==> src/rtl/cam_capture_gray.sv <==
// cam_capture_gray: samples an RGB565 camera byte stream and writes 8-bit luma frames to BRAM in raster order
module cam_capture_gray #(
  parameter int WIDTH  = 640,
  parameter int HEIGHT = 480,
  parameter int ADDR_W = 19
) (
  input  logic              clk_i,
  input  logic              rst_n_i,
  input  logic              capture_en_i,
  input  logic              cam_pclk_en_i,
  input  logic              cam_vsync_i,
  input  logic              cam_href_i,
  input  logic [7:0]        cam_data_i,
  output logic              bram_en_o,
  output logic              bram_we_o,
  output logic [ADDR_W-1:0] bram_addr_o,
  output logic [7:0]        bram_din_o,
  output logic              busy_o,
  output logic              frame_done_o,
  output logic              short_frame_o,
  output logic [15:0]       frame_cnt_o
);
  localparam int CW = $clog2(WIDTH + 1);
  localparam int LW = $clog2(HEIGHT + 1);
  localparam logic [CW-1:0] W_C = CW'(WIDTH);
  localparam logic [LW-1:0] H_C = LW'(HEIGHT);
  localparam logic [ADDR_W-1:0] W_A = ADDR_W'(WIDTH);
  typedef enum logic [1:0] {WAIT_VS, WAIT_FRAME, CAPTURE} state_t;
  state_t state_q, state_d;
  logic vs_prev_q, vs_prev_d, hr_prev_q, hr_prev_d, phase_q, phase_d;
  logic [7:0] hi_q, hi_d, din_q, din_d;
  logic [CW-1:0] col_q, col_d;
  logic [LW-1:0] line_q, line_d;
  logic [ADDR_W-1:0] base_q, base_d, addr_q, addr_d;
  logic we_q, we_d, done_q, done_d, short_q, short_d;
  logic [15:0] cnt_q, cnt_d;
  logic [15:0] pix, y_sum;
  logic [7:0] r8, g8, b8;
  assign pix   = {hi_q, cam_data_i};
  assign r8    = {pix[15:11], pix[15:13]};
  assign g8    = {pix[10:5], pix[10:9]};
  assign b8    = {pix[4:0], pix[4:2]};
  assign y_sum = 16'd77 * {8'd0, r8} + 16'd150 * {8'd0, g8} + 16'd29 * {8'd0, b8};
  // Next state: frame sync FSM, pixel assembly, line bookkeeping and one-cycle write/done strobes
  always_comb begin
    state_d   = state_q;
    vs_prev_d = vs_prev_q;
    hr_prev_d = hr_prev_q;
    phase_d   = phase_q;
    hi_d      = hi_q;
    col_d     = col_q;
    line_d    = line_q;
    base_d    = base_q;
    we_d      = 1'b0;
    addr_d    = addr_q;
    din_d     = din_q;
    done_d    = 1'b0;
    short_d   = short_q;
    cnt_d     = cnt_q;
    if (cam_pclk_en_i) begin
      vs_prev_d = cam_vsync_i;
      hr_prev_d = cam_href_i;
      case (state_q)
        WAIT_VS: state_d = cam_vsync_i ? WAIT_FRAME : WAIT_VS;
        WAIT_FRAME: begin
          if (vs_prev_q && !cam_vsync_i && capture_en_i) begin
            state_d = CAPTURE;
            line_d  = '0;
            base_d  = '0;
            col_d   = '0;
            phase_d = 1'b0;
          end
        end
        CAPTURE: begin
          if (!vs_prev_q && cam_vsync_i) begin
            state_d = WAIT_FRAME;
            done_d  = 1'b1;
            short_d = line_q < H_C;
            cnt_d   = cnt_q + 16'd1;
          end else if (cam_href_i) begin
            phase_d = !phase_q;
            if (!phase_q) hi_d = cam_data_i;
            else if (col_q < W_C && line_q < H_C) begin
              we_d   = 1'b1;
              addr_d = base_q + ADDR_W'(col_q);
              din_d  = 8'(y_sum >> 8);
              col_d  = col_q + 1'b1;
            end
          end else if (hr_prev_q) begin
            if (col_q != '0) begin
              line_d = line_q < H_C ? line_q + 1'b1 : line_q;
              base_d = base_q + W_A;
            end
            col_d   = '0;
            phase_d = 1'b0;
          end
        end
        default: state_d = WAIT_VS;
      endcase
    end
  end
  // State register with synchronous active-low reset
  always_ff @(posedge clk_i) begin
    if (!rst_n_i) begin
      state_q   <= WAIT_VS;
      vs_prev_q <= 1'b0;
      hr_prev_q <= 1'b0;
      phase_q   <= 1'b0;
      hi_q      <= '0;
      col_q     <= '0;
      line_q    <= '0;
      base_q    <= '0;
      we_q      <= 1'b0;
      addr_q    <= '0;
      din_q     <= '0;
      done_q    <= 1'b0;
      short_q   <= 1'b0;
      cnt_q     <= '0;
    end else begin
      state_q   <= state_d;
      vs_prev_q <= vs_prev_d;
      hr_prev_q <= hr_prev_d;
      phase_q   <= phase_d;
      hi_q      <= hi_d;
      col_q     <= col_d;
      line_q    <= line_d;
      base_q    <= base_d;
      we_q      <= we_d;
      addr_q    <= addr_d;
      din_q     <= din_d;
      done_q    <= done_d;
      short_q   <= short_d;
      cnt_q     <= cnt_d;
    end
  end
  assign bram_en_o     = we_q;
  assign bram_we_o     = we_q;
  assign bram_addr_o   = addr_q;
  assign bram_din_o    = din_q;
  assign busy_o        = state_q == CAPTURE;
  assign frame_done_o  = done_q;
  assign short_frame_o = short_q;
  assign frame_cnt_o   = cnt_q;
endmodule

==> config.mk <==
export PLATFORM = sky130hd
export DESIGN_NAME = cam_capture_gray
export DESIGN_NICKNAME = d
export VERILOG_FILES = /design/src/rtl/cam_capture_gray.sv
export SDC_FILE = /design/constraint.sdc
export NUM_CORES = 1
export LEC_CHECK = 0
export BUFFER_PORTS_ARGS = -buffer_cell sky130_fd_sc_hd__buf_2
export CORE_MARGIN = 5
export CORE_UTILIZATION = 57
export CTS_BUF_LIST = sky130_fd_sc_hd__clkbuf_2 sky130_fd_sc_hd__clkbuf_4 sky130_fd_sc_hd__clkbuf_8
export DETAILED_ROUTE_END_ITERATION = 7
export PLACE_DENSITY = 0.79
export SYNTH_ARGS = -nofsm -noshare
export SYNTH_HDL_FRONTEND = slang
export SYNTH_SLANG_ARGS = --single-unit
export TNS_END_PERCENT = 30
==> constraint.sdc <==
create_clock -name clk_i -period 7.2 [get_ports clk_i]
set_input_delay 1.08 -clock clk_i [delete_from_list [all_inputs] [get_ports clk_i]]
set_output_delay 1.08 -clock clk_i [all_outputs]
set_load 0.005 [all_outputs]
==> metrics.yaml, run 1 <==
run_status:
  status: "complete, no violations"
min_path:
  min_path_type: "flip-flop to flip-flop"
  whs_path_depth: 2
cells_and_area:
  final_common_cell: "inv_1"
  finalCoreUtilization_pct: 63.2
  final_cell_mix: "inv_1, ha_1, dfxtp_1, nor2_1, buf_2"
  final_cells: 975
  drive_gt1_share_pct: 11.4
  antennaDiodeCount: 0
  area_growth_pct: 9.08
  layout.nets: 985
place:
  port_buffers: 61
  dp.cells: 959
  dp_slack_ns: -0.0508
  dpl.hpwl_um: 11100
  place_congestion: 0.862
synthesis:
  synthSimpleGateAreaFrac_pct: 15.6
  synth_cell_types: 55
  synth_xor_area_share_pct: 6.74
  synth-compound-area-share_pct: 10.0
  async_reset_ff_share_pct: 0
  synth_warnings: 0
  synth_top_area_cell: "dfxtp_1"
  synth-main-ff-cell: "dfxtp_1"
  synthAdderAreaFrac_pct: 32.4
  synth_top_area_share_pct: 25.9
  syn_nets: 929
  synth_top_family_by_area: "adder cells"
  synth_edf_count: 0
  syn_inst: 767
  yosys-top-cells-area: "dfxtp_1, ha_1, fa_1"
  ys_seq_elements: 90
  seq_area_frac_synth_pct: 25.9
  synthMuxAreaShare_pct: 2.01
  syn_area_sq_um: 6960
  synth.avg_cell_area_sq_um: 9.07
power:
  power_density_nw_per_um2: 178
  ir_drop_uv: 156
  cellLeakagePower_nw: 3.61
  totalPowerFinal_mw: 1.35
route:
  drt-vias-per-instance: 5.44
  detail_route.wirelength_um: 13900
  firstDrtPassIters: 4
  wl_per_cell_um: 14.2
  drt_iter0_markers: 189
  dr_total_vias: 5304
  ant_nets: 0
  drc: 0
cts:
  ctsHoldBuffers: 0
  numCtsBuffers: 9
  clkTransAtPathRegs_ns: 0.10
  cts.sinks: 90
  clock_latency_ns: 0.39
  cts_tree: "done"
  htreeDepth: 3
  cts_buffer_depth: 2
  cts_root_buffer: "clkbuf_8"
die:
  initial_utilization_pct: 57.9
  rows: 40
  io_pins: 62
  core_sq_um: 12000
  die_h_um: 120
  die-area_sq_um: 14500
  dieWidth_um: 120
worst_setup_path:
  cp.arrival_ns: 7.16
  required_ns: 7.51
  crit_fanout: 4
  rr_worst_depth: 24
  startpoint_type: "primary input"
  cp-end-kind: "flip-flop"
  path_class: "primary input to flip-flop"
grt:
  grt.total_usage_pct: 20.7
  grt.overflow.total: 0
  grt_antenna_before_repair: 0
  grt_max_degree: 47
  first_global_vias: 5417
  grt_pass1_wl_um: 24700
timing:
  drv_slew: 0
  tightest_slew_ns: 0.978
  timing.hold.ws_ns: 0.457
  final_hold_viol_count: 0
  fmax_mhz: 146
  max_slew_margin_pct: 34.6
  skew_ns: 0.0124
  rsz0062_at_grt: "no"
  finalSetupViolCount: 0
  fin_crit_sh_pct: 95.1
  min_period_ns: 6.85
  setup_slack_ns: 0.352
flow_run:
  max_cap_violations: 0
[registers in the layout, summed over array words and instances (netlist names)]
register and cells:
col_q 10, frame_cnt_o 16, frame_done_o 1, bram_din_o 8
short_frame_o 1, hi_q 8, bram_en_o 1, vs_prev_q 1
phase_q 1, state_q 2, hr_prev_q 1, base_q 12
bram_addr_o 19, line_q 9
[where the power goes]
group | switching [mW] | total, mW | internal [mW]
Sequential | 0.00531 | 0.507 | 0.501
Combinational | 0.292 | 0.518 | 0.226
Clock | 0.199 | 0.330 | 0.130
Total | 0.497 | 1.35 | 0.858
[area by class of cell]
type | instances | area [sq um]
multi-input combinational | 548 | 4660
fill | 1027 | 4420
sequential | 90 | 1800
inverter | 105 | 394
timing repair buffer | 69 | 365
tap | 147 | 184
clock buffer | 9 | 124
clock inverter | 7 | 62.6
[synthesized netlist by cell type, types with 5 or more instances]
cell and instances:
a211oi_1 5, a21o_1 7, a21oi_1 47, a31oi_1 5, and3_1 5, clkbuf_1 16
dfxtp_1 90, fa_1 54, ha_1 94, inv_1 105, mux2i_1 14, nand2_1 49
nand3_1 22, nand4_1 20, nor2_1 70, nor2b_1 5, o21ai_0 27, or3_1 19
xnor2_1 21, xor2_1 30
[final timing paths]
check                                                 from                          to  slack, ns
worst max-delay path                         cam_data_i[7]  bram_din_o[7]$_SDFFE_PN0P_       0.35
worst min-delay path            bram_din_o[3]$_SDFFE_PN0P_  bram_din_o[3]$_SDFFE_PN0P_       0.46
worst max register to register        hi_q[0]$_SDFFE_PN0P_  bram_din_o[7]$_SDFFE_PN0P_       0.81
worst min register to register  bram_din_o[3]$_SDFFE_PN0P_  bram_din_o[3]$_SDFFE_PN0P_       0.46
[cells by family after synthesis]
kind of cell | count (synthesis)
flip-flops | 90
XOR/XNOR | 52
buffers and inverters | 129
adder cells (fa/ha/maj) | 148
AO/OA/AOI/OAI | 116
multiplexers | 14
AND/OR/NAND/NOR | 218
[metal layers]
layer / wire length [um] / up-vias / global-route usage [%]
li1: - / 2686 / -
met1: 6280 / 2533 / 25.9
met5: 0 / - / 0
met2: 6870 / 65 / 36.1
met4: 228 / 0 / 5.74
met3: 495 / 20 / 4.35
[per-stage QoR]
stage               TNS [ns]  cell area [sq um]
detailed placement   -0.0508               7400
global route               0               7590
global placement           0               7400
finish                     0               7590
CTS                        0               7580
floorplan                  0               6960
[critical path, cell delays in order]
cell and delay (ns):
buf_2 0.11, ha_1 0.28, ha_1 0.27, inv_1 0.05, fa_1 0.51, fa_1 0.52
inv_1 0.04, ha_1 0.29, a21oi_1 0.19, inv_1 0.08, a31oi_2 0.16, xnor2_1 0.15
ha_1 0.27, fa_1 0.51, inv_1 0.05, fa_1 0.47, fa_1 0.55, inv_1 0.04
ha_1 0.31, nand4_1 0.10, a21oi_1 0.07, or4_1 0.54, a21oi_1 0.16, xnor3_1 0.21
o21ai_0 0.14
[what timing repair did]
item | 4_1_cts | 5_1_grt
setup endpoints to repair | 0 | 2
setup buffers | 0 | 0
resized for setup | 0 | 1
No activity file was read; power rests on OpenSTA's default activity.
==> inputs of run 2 (changes only) <==
- CELL_PAD_IN_SITES_DETAIL_PLACEMENT: not set -> 1
- CELL_PAD_IN_SITES_GLOBAL_PLACEMENT: not set -> 2
- CORE_UTILIZATION: 57 -> 35
- PLACE_DENSITY: 0.79 -> 0.78
==> metrics.yaml, run 2 (synthesis results as in run 1) <==
timing:
  setup_slack_ns: 0.300  # was 0.352 ns
  tightest_slew_ns: 0.969  # was 0.978 ns
  skew_ns: 0.0108  # was 0.0124 ns
  fmax_mhz: 145  # was 146 MHz
  finalSetupViolCount: 0  # unchanged
  fin_crit_sh_pct: 95.8  # was 95.1%
  drv_slew: 0  # unchanged
  rsz0062_at_grt: "no"  # unchanged
  final_hold_viol_count: 0  # unchanged
  min_period_ns: 6.90  # was 6.85 ns
  max_slew_margin_pct: 35.2  # was 34.6%
die:
  core_sq_um: 19500  # was 12000 sq um
  dieWidth_um: 151  # was 120 um
  io_pins: 62  # unchanged
  initial_utilization_pct: 35.6  # was 57.9%
  die-area_sq_um: 22800  # was 14500 sq um
  rows: 51  # was 40
  die_h_um: 151  # was 120 um
place:
  dpl.hpwl_um: 14200  # was 11100 um
  dp_slack_ns: -0.145  # was -0.0508 ns
  port_buffers: 61  # unchanged
  place_congestion: 0.835  # was 0.862
cts:
  ctsHoldBuffers: 0  # unchanged
  cts.sinks: 90  # unchanged
  cts_buffer_depth: 2  # unchanged
  cts_tree: "done"  # unchanged
  cts_root_buffer: "clkbuf_8"  # unchanged
  htreeDepth: 3  # unchanged
  clock_latency_ns: 0.38  # was 0.39 ns
  clkTransAtPathRegs_ns: 0.09  # was 0.10 ns
  numCtsBuffers: 9  # unchanged
worst_setup_path:
  critPathSlowestCell: "or4_1"  # was fa_1
  cpPeakStageDelay_ns: 0.57  # was 0.55 ns
  cp.arrival_ns: 7.20  # was 7.16 ns
  crit_fanout: 3  # was 4
  cp-startpoint: "cam_data_i[7]"  # unchanged
  r2r-start: "hi_q[0]$_SDFFE_PN0P_"  # unchanged
  cp-end-kind: "flip-flop"  # unchanged
  path_class: "primary input to flip-flop"  # unchanged
  startpoint_type: "primary input"  # unchanged
  required_ns: 7.50  # was 7.51 ns
grt:
  grt.total_usage_pct: 16.1  # was 20.7%
  grt_antenna_before_repair: 0  # unchanged
  grt_max_degree: 45  # was 47
  grt.overflow.total: 0  # unchanged
  grt_pass1_wl_um: 29300  # was 24700 um
  first_global_vias: 6061  # was 5417
route:
  wl_per_cell_um: 15.8  # was 14.2 um
  firstDrtPassIters: 4  # unchanged
  drt-vias-per-instance: 5.01  # was 5.44
  drc: 0  # unchanged
  drt_iter0_markers: 94  # was 189
  ant_nets: 0  # unchanged
  detail_route.wirelength_um: 17300  # was 13900 um
  dr_total_vias: 5490  # was 5304
cells_and_area:
  area_growth_pct: 11.8  # was 9.08%
  antennaDiodeCount: 0  # unchanged
  final_common_cell: "inv_1"  # unchanged
  layout.nets: 988  # was 985
  n_fill_cell: 2358  # was 1027
  finalCoreUtilization_pct: 39.8  # was 63.2%
  final_cell_mix: "inv_1, ha_1, dfxtp_1, nor2_1, buf_2"  # unchanged
  drive_gt1_share_pct: 11.8  # was 11.4%
  largest_reg_flops: 19  # unchanged
flow_run:
  max_cap_violations: 0  # unchanged
min_path:
  min_path_type: "flip-flop to flip-flop"  # unchanged
  holdCritStartpoint: "bram_din_o[2]$_SDFFE_PN0P_"  # was bram_din_o[3]$_SDFFE_PN0P_
power:
  power_density_nw_per_um2: 182  # was 178 nW/um^2
  totalPowerFinal_mw: 1.42  # was 1.35 mW
  cellLeakagePower_nw: 3.64  # was 3.61 nW
  ir_drop_uv: 113  # was 156 uV
run_status:
  status: "complete, no violations"  # unchanged
==> run 2: layer usage <==
layer	share of wire [%]	wire (um)	track usage (%)
met4	1.7	295	3.99
met1	43	7450	19.1
met3	2.7	465	3.23
met5	0	0	0
met2	53	9080	29.6
==> run 2: through the flow <==
step | hold slack [ns] | cell area [sq um] | TNS, ns | std cells
2_1_floorplan | 0.437 | 6960 | 0 | 767
3_3_place_gp | 0.442 | 7570 | -0.00745 | 1080
3_5_place_dp | 0.442 | 7570 | -0.245 | 1080
4_1_cts | 0.456 | 7770 | 0 | 1096
5_1_grt | 0.479 | 7780 | 0 | 1096
6_report | 0.452 | 7780 | 0 | 1096
==> run 2: critical path: cells and delay by family <==
kind            cells  cell delay, ns
fa+ha+maj          10            3.99
xor+xnor            2            0.35
simple gates        2            0.66
buf+inv             6            0.39
compound gates      5            0.70
==> run 2: layout make-up <==
| class | instances | area, sq um | share of cell area [%] |
|---|---|---|---|
| clock inverter | 5 | 62.6 | 0.804 |
| sequential | 90 | 1800 | 23.2 |
| timing repair buffer | 72 | 388 | 4.99 |
| clock buffer | 11 | 139 | 1.79 |
| inverter | 105 | 394 | 5.07 |
| multi-input combinational | 548 | 4660 | 59.9 |
| tap | 265 | 332 | 4.26 |
==> run 2: power by group <==
| group | internal (mW) | switching, mW |
|---|---|---|
| Sequential | 0.501 | 0.00523 |
| Clock | 0.172 | 0.194 |
| Combinational | 0.233 | 0.313 |
| Total | 0.906 | 0.512 |
==> run 2: path summary, 6_finish.rpt <==
kind,endpoint,slack (ns),cells after the start
max,bram_din_o[7]$_SDFFE_PN0P_,0.30,25
min,bram_din_o[2]$_SDFFE_PN0P_,0.45,2
max reg2reg,bram_din_o[7]$_SDFFE_PN0P_,0.76,25
min reg2reg,bram_din_o[2]$_SDFFE_PN0P_,0.45,2
==> run 2: what timing repair did <==
item	CTS	global route
setup endpoints to repair	0	2
setup buffers	0	0
gates resized for setup	0	3
==> inputs of run 3 (changes only) <==
- ABC_AREA: not set -> 1
- CORE_UTILIZATION: 35 -> 33
- CTS_CLUSTER_SIZE: not set -> 14
==> metrics.yaml, run 3 <==
run_status:
  status: "complete, no violations"  # unchanged
route:
  dr_total_vias: 6821  # was 5490
  drt_iter0_markers: 237  # was 94
  wl_per_cell_um: 14.7  # was 15.8 um
  drc: 0  # unchanged
  detail_route.wirelength_um: 20900  # was 17300 um
  firstDrtPassIters: 4  # unchanged
  ant_nets: 0  # unchanged
  drt-vias-per-instance: 4.79  # was 5.01
timing:
  finalSetupViolCount: 0  # unchanged
  min_period_ns: 6.52  # was 6.90 ns
  timing.hold.ws_ns: 0.469  # was 0.452 ns
  final_hold_viol_count: 0  # unchanged
  fmax_mhz: 153  # was 145 MHz
  fin_setup_tns_ns: 0  # unchanged
  tightest_slew_ns: 0.932  # was 0.969 ns
  drv_slew: 0  # unchanged
  rsz0062_at_grt: "no"  # unchanged
  fin_crit_sh_pct: 90.6  # was 95.8%
  max_slew_margin_pct: 37.9  # was 35.2%
  skew_ns: 0.0149  # was 0.0108 ns
synthesis:
  synth_warnings: 0  # unchanged
  synth.avg_cell_area_sq_um: 7.46  # was 9.07 sq um
  synth.most_common_cell: "nand2_1"  # was inv_1
  synth_top_area_share_pct: 23.1  # was 25.9%
  syn_nets: 1208  # was 929
  yosys-top-cells-area: "dfxtp_1, ha_1, fa_1"  # unchanged
  synth-main-ff-cell: "dfxtp_1"  # unchanged
  syn_area_sq_um: 7800  # was 6960 sq um
  ys_seq_elements: 90  # unchanged
  syn_inst: 1046  # was 767
  synth_commonest_cells: "nand2_1, inv_1, ha_1"  # was inv_1, ha_1, dfxtp_1
  async_reset_ff_share_pct: 0  # unchanged
  synth_top_area_cell: "dfxtp_1"  # unchanged
  synth_cell_types: 43  # was 55
  synth_edf_count: 0  # unchanged
  seq_area_frac_synth_pct: 23.1  # was 25.9%
min_path:
  whs_path_depth: 2  # unchanged
  whs_endpoint: "hr_prev_q$_SDFFE_PN0P_"  # was bram_din_o[2]$_SDFFE_PN0P_
  holdCritStartpoint: "hr_prev_q$_SDFFE_PN0P_"  # was bram_din_o[2]$_SDFFE_PN0P_
  min_path_type: "flip-flop to flip-flop"  # unchanged
cells_and_area:
  area_growth_pct: 10.1  # was 11.8%
  final_cell_mix: "nand2_1, inv_1, ha_1, dfxtp_1, nor2_1"  # was inv_1, ha_1, dfxtp_1, nor2_1, buf_2
  antennaDiodeCount: 0  # unchanged
  largest_reg_flops: 19  # unchanged
  finalCoreUtilization_pct: 36.7  # was 39.8%
  final_common_cell: "nand2_1"  # was inv_1
  multi_input_area_sq_um: 5160  # was 4660 sq um
  regArea_sq_um: 1800  # unchanged
  n_fill_cell: 2969  # was 2358
  layout.nets: 1261  # was 988
  final_cells: 1423  # was 1096
  drive_gt1_share_pct: 10.7  # was 11.8%
grt:
  grt_antenna_before_repair: 0  # unchanged
  first_global_vias: 7257  # was 6061
  grt.total_usage_pct: 16.5  # was 16.1%
  grt_max_degree: 47  # was 45
  grt_pass1_wl_um: 35900  # was 29300 um
  grt.overflow.total: 0  # unchanged
die:
  core_sq_um: 23400  # was 19500 sq um
  initial_utilization_pct: 33.3  # was 35.6%
  rows: 56  # was 51
  die-area_sq_um: 26800  # was 22800 sq um
  io_pins: 62  # unchanged
  die_h_um: 164  # was 151 um
  dieWidth_um: 164  # was 151 um
cts:
  post-cts-setup-buffers: 0  # unchanged
  cts_buffer_depth: 2  # unchanged
  clock_latency_ns: 0.39  # was 0.38 ns
  clkTransAtPathRegs_ns: 0.11  # was 0.09 ns
  cts_tree: "done"  # unchanged
  ctsHoldBuffers: 0  # unchanged
  htreeDepth: 3  # unchanged
  cts.sinks: 90  # unchanged
  numCtsBuffers: 9  # unchanged
  cts_resized: 0  # unchanged
  cts_root_buffer: "clkbuf_8"  # unchanged
worst_setup_path:
  required_ns: 7.49  # was 7.50 ns
  r2r_slack_ns: 0.88  # was 0.76 ns
  startpoint_type: "primary input"  # unchanged
  cp.arrival_ns: 6.82  # was 7.20 ns
  r2r-start: "hi_q[1]$_SDFFE_PN0P_"  # was hi_q[0]$_SDFFE_PN0P_
  rr_worst_depth: 26  # was 25
  rr_endpoint: "bram_din_o[6]$_SDFFE_PN0P_"  # was bram_din_o[7]$_SDFFE_PN0P_
  path_class: "primary input to flip-flop"  # unchanged
  cp-end-kind: "flip-flop"  # unchanged
  crit_fanout: 5  # was 3
power:
  power_density_nw_per_um2: 220  # was 182 nW/um^2
  p_switching_mw: 0.872  # was 0.512 mW
  p_int_mw: 1.01  # was 0.906 mW
  cellLeakagePower_nw: 4.13  # was 3.64 nW
  combPwrFrac_pct: 52.5  # was 38.5%
  swShare_pct: 46.2  # was 36.1%
  power_frac_clock_pct: 19.8  # was 25.8%
  p_seq_share_pct: 27.7  # was 35.7%
  ir_drop_uv: 135  # was 113 uV
place:
  port_buffers: 61  # unchanged
  place_congestion: 0.781  # was 0.835
  dpl.hpwl_um: 16700  # was 14200 um
  dp.cells: 1407  # was 1080
flow_run:
  max_cap_violations: 0  # unchanged
run 3: cell type report:
type                            instances  share of cell area, %
Multi-Input combinational cell        746                   60.1
Sequential cell                        90                   21.0
Inverter                              188                   8.22
Tap cell                              319                   4.65
Timing Repair Buffer                   64                   3.82
Clock buffer                           11                   1.76
Clock inverter                          5                  0.510
run 3: cell families (layout without fill, tap and decap cells):
group           after synthesis  count (layout)  share of synthesized area, %
flops                        90              90                          23.1
compound gates              165             165                          11.2
simple gates                413             413                          23.8
fa+ha+maj                   148             148                          28.9
buf+inv                     210             268                          10.7
xor+xnor                     20              20                          2.25
run 3: metrics by stage:
step	cell area, sq um	setup WS (ns)	total power, mW
after floorplan	7800	0.789	1.30
after global placement	8390	0.360	1.52
after detailed placement	8390	0.222	1.54
after CTS	8590	0.663	1.92
after global routing	8590	0.367	2.10
final	8590	0.677	1.89
run 3: power by group through the flow:
| stage | combinational [mW] | clock (mW) | sequential [mW] |
|---|---|---|---|
| after CTS | 1.01 | 0.393 | 0.522 |
| after global routing | 1.17 | 0.411 | 0.524 |
| after floorplan | 0.768 | 0 | 0.528 |
| after global placement | 0.984 | 0 | 0.533 |
| after detailed placement | 1.00 | 0 | 0.533 |
| final | 0.991 | 0.374 | 0.522 |
run 3: how the worst max path moves through the flow:
stage	from	to	slack [ns]	cells past startpoint
4_1_cts	cam_data_i[7]	bram_din_o[6]$_SDFFE_PN0P_	0.66	27
5_1_grt	cam_data_i[7]	bram_din_o[7]$_SDFFE_PN0P_	0.37	29
3_5_place_dp	cam_data_i[7]	bram_din_o[6]$_SDFFE_PN0P_	0.22	27
6_report	cam_data_i[7]	bram_din_o[6]$_SDFFE_PN0P_	0.68	27
3_3_place_gp	cam_data_i[7]	bram_din_o[6]$_SDFFE_PN0P_	0.36	27
2_1_floorplan	cam_data_i[7]	bram_din_o[6]$_SDFFE_PN0P_	0.79	26
run 3: worst max-delay path: stages:
cell and delay (ns):
buf_2 0.13, ha_1 0.30, ha_1 0.28, inv_1 0.05
fa_1 0.50, fa_1 0.51, inv_1 0.04, ha_1 0.35
nand2_1 0.10, nand2_1 0.07, a31oi_1 0.17, xnor2_1 0.14
ha_1 0.27, fa_1 0.51, inv_1 0.05, fa_1 0.46
fa_1 0.55, inv_1 0.04, ha_1 0.36, a21oi_1 0.21
o21ai_0 0.15, a21oi_1 0.20, nand2_1 0.08, nand2_1 0.06
nand3_1 0.06, nand2_1 0.07, inv_1 0.03
run 3: per-layer routing:
metal  track usage (%)  up-vias  part of all wire (%)
met3              2.43       12                   2.5
met5                 0        -                     0
met4              3.09        0                  0.82
li1                  -     3461                     -
met2              27.8       59                    46
met1              22.7     3289                    50
